<file path="config.mk">
export PLATFORM = sky130hd
export DESIGN_NAME = ps2_scancode_decoder
export DESIGN_NICKNAME = d
export VERILOG_FILES = /design/src/rtl/ps2_scancode_decoder.sv
export SDC_FILE = /design/constraint.sdc
export NUM_CORES = 1
export LEC_CHECK = 0
export CAP_MARGIN = 30
export CORE_ASPECT_RATIO = 0.6
export CORE_UTILIZATION = 43
export CTS_BUF_LIST = sky130_fd_sc_hd__clkbuf_8
export CTS_CLUSTER_DIAMETER = 30
export DETAILED_ROUTE_END_ITERATION = 7
export GPL_TIMING_DRIVEN = 0
export PLACE_DENSITY = 0.71
export RECOVER_POWER = 50
export SLEW_MARGIN = 20
export SYNTH_ARGS = -nofsm -noshare
export SYNTH_HDL_FRONTEND = slang
export SYNTH_SLANG_ARGS = --single-unit
export TNS_END_PERCENT = 10
</file>
<file path="constraint.sdc">
create_clock -name clk -period 2.9 [get_ports clk]
set_input_delay 0.725 -clock clk [delete_from_list [all_inputs] [get_ports clk]]
set_output_delay 0.725 -clock clk [all_outputs]
set_load 0.02 [all_outputs]
</file>
<file path="src/rtl/ps2_scancode_decoder.sv">
// ----------------------------------------------------------------------------
// ps2_scancode_decoder
//
// Frame-level decoder that sits downstream of the PS/2 bit receiver. It checks
// each 11-bit frame's start, stop and odd-parity bits. It folds the E0
// (extended) and F0 (break) prefix bytes into a single key event. Events are
// queued in a small FIFO for the consumer. Malformed frames, unexpected
// prefixes and stale prefixes are dropped and flagged on frame_err.
//
// Parameters
//   FIFO_DEPTH      event FIFO entries (power of two, >= 2)
//   TIMEOUT_CYCLES  clocks a prefix state may wait for the next frame
//
// Ports
//   clk          in   system clock, all logic on the rising edge
//   rst          in   synchronous active-low reset
//   frame_valid  in   frame-ready strobe from the receiver (rising edge used)
//   frame[10:0]  in   [0] start, [8:1] data LSB-first, [9] parity, [10] stop
//   key_valid    out  FIFO non-empty, head event presented
//   key_code     out  head event scancode
//   key_ext      out  head event was E0-prefixed
//   key_release  out  head event was a break (F0-prefixed)
//   key_ready    in   consumer pops the head when key_valid & key_ready
//   frame_err    out  one-cycle pulse: bad frame, bad prefix or prefix timeout
//   overflow     out  one-cycle pulse: event dropped because the FIFO was full
//   err_count    out  saturating count of frame_err/overflow pulses
//
// Build option
//   PS2_DEC_ERRCNT_EN  when defined, err_count counts error pulses and
//                      saturates at 255. When undefined, err_count is tied to 0.
// ----------------------------------------------------------------------------
module ps2_scancode_decoder #(
    parameter int FIFO_DEPTH     = 4,
    parameter int TIMEOUT_CYCLES = 50000
) (
    input  logic        clk,
    input  logic        rst,
    input  logic        frame_valid,
    input  logic [10:0] frame,
    output logic        key_valid,
    output logic [7:0]  key_code,
    output logic        key_ext,
    output logic        key_release,
    input  logic        key_ready,
    output logic        frame_err,
    output logic        overflow,
    output logic [7:0]  err_count
);

    localparam int AW = $clog2(FIFO_DEPTH);
    localparam int TW = $clog2(TIMEOUT_CYCLES + 1);

    localparam logic [7:0]    CODE_EXT  = 8'hE0;
    localparam logic [7:0]    CODE_BRK  = 8'hF0;
    localparam logic [TW-1:0] TO_LAST   = TW'(TIMEOUT_CYCLES - 1);

    typedef enum logic [1:0] {
        S_IDLE,
        S_EXT,
        S_BRK,
        S_EXT_BRK
    } state_t;

    typedef struct packed {
        logic       ext;
        logic       rel;
        logic [7:0] code;
    } key_event_t;

    // ------------------------------------------------------------------------
    // Strobe detect and frame capture
    // ------------------------------------------------------------------------
    logic        frame_valid_q;
    logic        cap_pend;      // rising edge seen, capture on next edge
    logic        hold_vld;      // holding register has a frame to check
    logic [10:0] hold_frame;

    // NOTE: sequential state uses non-blocking assignments so every register
    // samples the pre-edge values of the others, independent of block order.
    always_ff @(posedge clk) begin
        if (!rst) begin
            frame_valid_q <= 1'b0;
            cap_pend      <= 1'b0;
            hold_vld      <= 1'b0;
            hold_frame    <= '0;
        end else begin
            frame_valid_q <= frame_valid;
            cap_pend      <= frame_valid & ~frame_valid_q;
            hold_vld      <= cap_pend;
            if (cap_pend) begin
                hold_frame <= frame;
            end
        end
    end

    logic       frame_ok;
    logic [7:0] data_byte;

    assign frame_ok  = ~hold_frame[0] & hold_frame[10] & (^hold_frame[9:1]);
    assign data_byte = hold_frame[8:1];

    // ------------------------------------------------------------------------
    // Prefix FSM and timeout
    // ------------------------------------------------------------------------
    state_t          state;
    state_t          state_d;
    logic [TW-1:0]   to_cnt;
    logic            push;
    key_event_t      push_evt;
    logic            err_d;
    logic            is_prefix;

    assign is_prefix = (data_byte == CODE_EXT) || (data_byte == CODE_BRK);

    // NOTE: every always_comb output gets a default first so no path can
    // leave a value unassigned and infer a latch.
    always_comb begin
        state_d  = state;
        push     = 1'b0;
        push_evt = '0;
        err_d    = 1'b0;

        if (hold_vld) begin
            if (!frame_ok) begin
                state_d = S_IDLE;
                err_d   = 1'b1;
            end else begin
                case (state)
                    S_IDLE: begin
                        if (data_byte == CODE_EXT) begin
                            state_d = S_EXT;
                        end else if (data_byte == CODE_BRK) begin
                            state_d = S_BRK;
                        end else begin
                            push     = 1'b1;
                            push_evt = '{ext: 1'b0, rel: 1'b0, code: data_byte};
                        end
                    end
                    S_EXT: begin
                        if (data_byte == CODE_BRK) begin
                            state_d = S_EXT_BRK;
                        end else if (data_byte == CODE_EXT) begin
                            state_d = S_EXT;
                        end else begin
                            push     = 1'b1;
                            push_evt = '{ext: 1'b1, rel: 1'b0, code: data_byte};
                            state_d  = S_IDLE;
                        end
                    end
                    S_BRK: begin
                        state_d = S_IDLE;
                        if (is_prefix) begin
                            err_d = 1'b1;
                        end else begin
                            push     = 1'b1;
                            push_evt = '{ext: 1'b0, rel: 1'b1, code: data_byte};
                        end
                    end
                    S_EXT_BRK: begin
                        state_d = S_IDLE;
                        if (is_prefix) begin
                            err_d = 1'b1;
                        end else begin
                            push     = 1'b1;
                            push_evt = '{ext: 1'b1, rel: 1'b1, code: data_byte};
                        end
                    end
                    default: begin
                        state_d = S_IDLE;
                    end
                endcase
            end
        end else if (state != S_IDLE && to_cnt == TO_LAST) begin
            // A prefix waited too long for its code byte: abandon it.
            state_d = S_IDLE;
            err_d   = 1'b1;
        end
    end

    always_ff @(posedge clk) begin
        if (!rst) begin
            state <= S_IDLE;
        end else begin
            state <= state_d;
        end
    end

    // Counter only runs while a prefix is pending, and restarts whenever a
    // new frame is captured so a slow but live typist never times out.
    always_ff @(posedge clk) begin
        if (!rst) begin
            to_cnt <= '0;
        end else if (cap_pend || state == S_IDLE) begin
            to_cnt <= '0;
        end else if (to_cnt != TO_LAST) begin
            to_cnt <= to_cnt + TW'(1);
        end else begin
            to_cnt <= '0;
        end
    end

    // ------------------------------------------------------------------------
    // Event FIFO
    // ------------------------------------------------------------------------
    key_event_t      mem [FIFO_DEPTH];
    logic [AW:0]     wptr;
    logic [AW:0]     rptr;
    logic            empty;
    logic            full;
    logic            pop;
    logic            do_write;
    logic            ovf_d;
    key_event_t      head;

    assign empty    = (wptr == rptr);
    assign full     = (wptr[AW] != rptr[AW]) && (wptr[AW-1:0] == rptr[AW-1:0]);
    assign pop      = ~empty & key_ready;
    // A full FIFO can still accept a push when the head leaves the same cycle.
    assign do_write = push & (~full | pop);
    assign ovf_d    = push & full & ~pop;

    // NOTE: the storage array is deliberately not reset; emptiness is carried
    // by the pointers alone and the outputs are masked while empty.
    always_ff @(posedge clk) begin
        if (do_write) begin
            mem[wptr[AW-1:0]] <= push_evt;
        end
    end

    always_ff @(posedge clk) begin
        if (!rst) begin
            wptr <= '0;
            rptr <= '0;
        end else begin
            if (do_write) begin
                wptr <= wptr + (AW + 1)'(1);
            end
            if (pop) begin
                rptr <= rptr + (AW + 1)'(1);
            end
        end
    end

    assign head        = mem[rptr[AW-1:0]];
    assign key_valid   = ~empty;
    assign key_code    = empty ? 8'h00 : head.code;
    assign key_ext     = ~empty & head.ext;
    assign key_release = ~empty & head.rel;

    // ------------------------------------------------------------------------
    // Error pulses and optional error counter
    // ------------------------------------------------------------------------
    always_ff @(posedge clk) begin
        if (!rst) begin
            frame_err <= 1'b0;
            overflow  <= 1'b0;
        end else begin
            frame_err <= err_d;
            overflow  <= ovf_d;
        end
    end

`ifdef PS2_DEC_ERRCNT_EN
    logic [7:0] err_cnt_q;

    // Counts in step with the pulse registers, so err_count already includes
    // a pulse during the cycle that pulse is visible.
    always_ff @(posedge clk) begin
        if (!rst) begin
            err_cnt_q <= 8'h00;
        end else if ((err_d || ovf_d) && err_cnt_q != 8'hFF) begin
            err_cnt_q <= err_cnt_q + 8'd1;
        end
    end

    assign err_count = err_cnt_q;
`else
    assign err_count = 8'h00;
`endif

endmodule

</file>
==> results by group <==
Min path
  • Min-Delay Endpoint: cap_pend
  • Hold Path Stages: 1
  • Hold WC Path Type: reg -> reg
  • Worst Min Path Start: frame_valid_q

Synthesis
  • Number of flops mapped to enable cells by yosys: 40
  • Synth Area in Adders: 3.748%
  • Mapped Area: 0.003672 mm2
  • Cells after Synth: 291
  • Post-synthesis mux area share: 10.22%
  • Compound-Gate Fraction of Synth Area: about 3.0%
  • Ys async rst share: 0%
  • XOR/XNOR Fraction of Synth Area: 5.145%
  • Main combinational cell family by area after synthesis: simple AND/OR/NAND/NOR gates
  • Simple-gate share of the synthesized area: 17.96%
  • Top_reg_cell synth: dfxtp_1
  • Syn_area_per_cell: 12.62 um2
  • Seq/Total Area, Yosys: a little under three fifths
  • FF+latch count, synth: 82
  • Unique masters post-synth: 50
  • Syn. warnings: 0

Floorplanning
  • Core area: between 0.008 and 0.009 mm2
  • Die X: 121.3 um
  • Die area: 0.008926 mm2
  • I/O pin cnt: 36
  • Row count: 25
  • Die H: 73.58 um
  • Initial Util: 45.50%

Global route
  • Antenna violations before repair: 0
  • Vias in the first global route: between 2000 and 2500
  • Pin count of the biggest net entering global routing: 15
  • First-pass GRT wire length: 10320 um
  • GRT Util Overall: 16.12%
  • Total gr overflow: 0

Timing
  • Clock period minus worst slack: 2791 ps
  • Slew @ Worst Pin: 906.6 ps
  • Fin crit share: 96.24%
  • Fin. max-slew vios: 0
  • Slew HR: between 30 and 40%
  • Worst Clk Skew: 11.37 ps
  • Final WS setup: about 110 ps
  • Final setup fails: 0
  • Max Freq: ~360 MHz
  • Final Hold Fails: 0

Critical path
  • Worst setup path category: reg -> out
  • CP startpoint: wptr[1]
  • Worst EP required: 2170 ps
  • R2r endpoint: mem[0][3]
  • Worst r2r src: hold_frame[7]
  • Worst endpoint data arrival time: ~2100 ps
  • R2R depth: 6
  • Worst setup SP type: flip-flop
  • CP endpoint kind: primary output
  • Flop-to-flop setup slack: about 220 ps
  • Crit Path Max Fanout: 10

Routing
  • Post-DR wirelength/cell: between 10 and 15 um
  • Detail Route Antenna Nets: 0
  • Total wire length: ~6600 um
  • Drt first-iter violations: 131
  • First-pass DRT Iterations: 4
  • DR vias: 2247
  • Via density: between 4 and 5
  • Remaining routing DRC violations: 0

Clock network
  • Clk_lat worst skew: 370 ps
  • CTS tree: yes
  • Htree depth: 3
  • CTS clk-pin slew, worst paths: around 90 ps
  • CTS Buffer Depth: 2
  • CTS sink cnt: 82
  • Cts bufs inserted: 9
  • Root buf cell: clkbuf_8

Pwr
  • LEAKAGE: ~1.6 nW
  • VDD IR-drop max: 0.2883 mV
  • Pwr Density: 496.0 mW/mm2

Final layout
  • # fillers: 712
  • Most frequent cells in the layout: 40 x dfxtp_1, 40 x edfxtp_1, 24 x nor2b_1
  • Nets: 363
  • Layout cells sized above 1: 15.20%
  • Design area: 0.004349 mm2
  • Diodes inserted: 0
  • Area grow syn2layout: 18.43%

Placed design
  • DP Wirelength: between 4000 and 5000 um
  • RePlAce Congestion: 0.7943
  • DP Area: 0.004104 mm2
  • I/O Buffers: 27
  • Place WS: 187.1 ps

Status
  • Status: finished, final reports clean

Run
  • # Max-Cap Violations: 0
flip-flops by register name, indices dropped and copies added, names as in the netlist, named ones only:
register	flops
cap_pend	1
frame_err	1
frame_valid_q	1
hold_frame	11
hold_vld	1
mem	40
overflow	1
rptr	3
state	2
to_cnt	16
wptr	3
synthesized netlist by cell type, drive strengths merged, types with 2 or more instances:
cell type	instances	area, um2
dfxtp	42	840.8
edfxtp	40	1201
nor2b	24	150.1
nor2	17	63.81
mux2i	15	150.1
and2	14	87.58
buf	12	86.33
ha	11	137.6
inv	11	41.29
nand2	11	41.29
xor2	11	96.34
mux4	10	225.2
xnor2	8	70.07
clkbuf	7	26.28
nor4	7	58.81
nand3	6	35.03
and3	4	27.52
and4	4	38.79
nor3	4	36.29
o21ai	4	20.01
a21oi	3	15.01
nand4	3	18.77
or3	3	20.02
nand2b	2	12.51
nand4b	2	17.52
nor4bb	2	20.02
o31ai	2	15.01
layout make-up:
cell class,count,area [um2],area share (%)
buffer,18,110.1,2.532
sequential,82,2044,47.01
tap,108,135.1,3.107
inverter,11,41.29,0.9494
clock inverter,7,68.82,1.582
multi-input combinational,186,1518,34.90
timing repair buffer,29,307.8,7.077
clock buffer,9,123.9,2.848
worst max-delay path: stages, from the launching register on:
cell and delay (ps):
dfxtp_2 400, xor2_2 270, nor3_2 100, clkbuf_4 200, nor2b_1 110, clkdlybuf4s50_1 600
worst max-delay path by stage:
stage	to	slack, ps	depth (start not counted)
after CTS	key_code[7]	8	5
after floorplan	mem[0][0]	740	6
final	key_release	110	5
after global routing	key_valid	-20	5
after global placement	mem[2][7]	230	4
after detailed placement	key_code[7]	190	5
report_power, final:
group	leakage, nW	switching [mW]	internal, mW	total [mW]
logic	0.844	0.0688	0.0599	0.129
clock network	0.0987	0.414	0.396	0.810
registers	0.693	0.00669	1.21	1.22
routing by layer:
| layer | GRT usage [%] | share of wire (%) | vias to the layer above |
|---|---|---|---|
| met5 | 0 | 0 | - |
| met3 | 5.435 | 7.1 | 6 |
| li1 | - | - | 1123 |
| met1 | 23.28 | 51 | 1057 |
| met4 | 6.584 | 1.3 | 0 |
| met2 | 21.97 | 40 | 61 |
cell families after synthesis:
family                   count (synthesis)
buffers and inverters                   30
adder cells (fa/ha/maj)                 11
AO/OA/AOI/OAI                           15
other                                    1
multiplexers                            25
flip-flops                              82
XOR/XNOR                                20
AND/OR/NAND/NOR                        107
stage by stage:
step           utilization (%)  hold slack, ps  power, mW  cells  setup TNS (ps)
6_report                 53.89           395.6      2.157    450               0
4_1_cts                  53.47           399.5      2.186    448               0
3_5_place_dp             50.85           380.7      1.383    433               0
5_1_grt                  53.89           424.7      2.244    450          -30.44
3_3_place_gp             50.85           371.8      1.380    433               0
2_1_floorplan                -           367.4      1.342    298               0
repair_timing:
action	CTS	global route
gates resized for setup	6	12
hold buffers	0	0
pin swaps	0	2
endpoints found under the setup margin	11	11
setup buffers	0	2
Power figures use the tool's default switching activity.
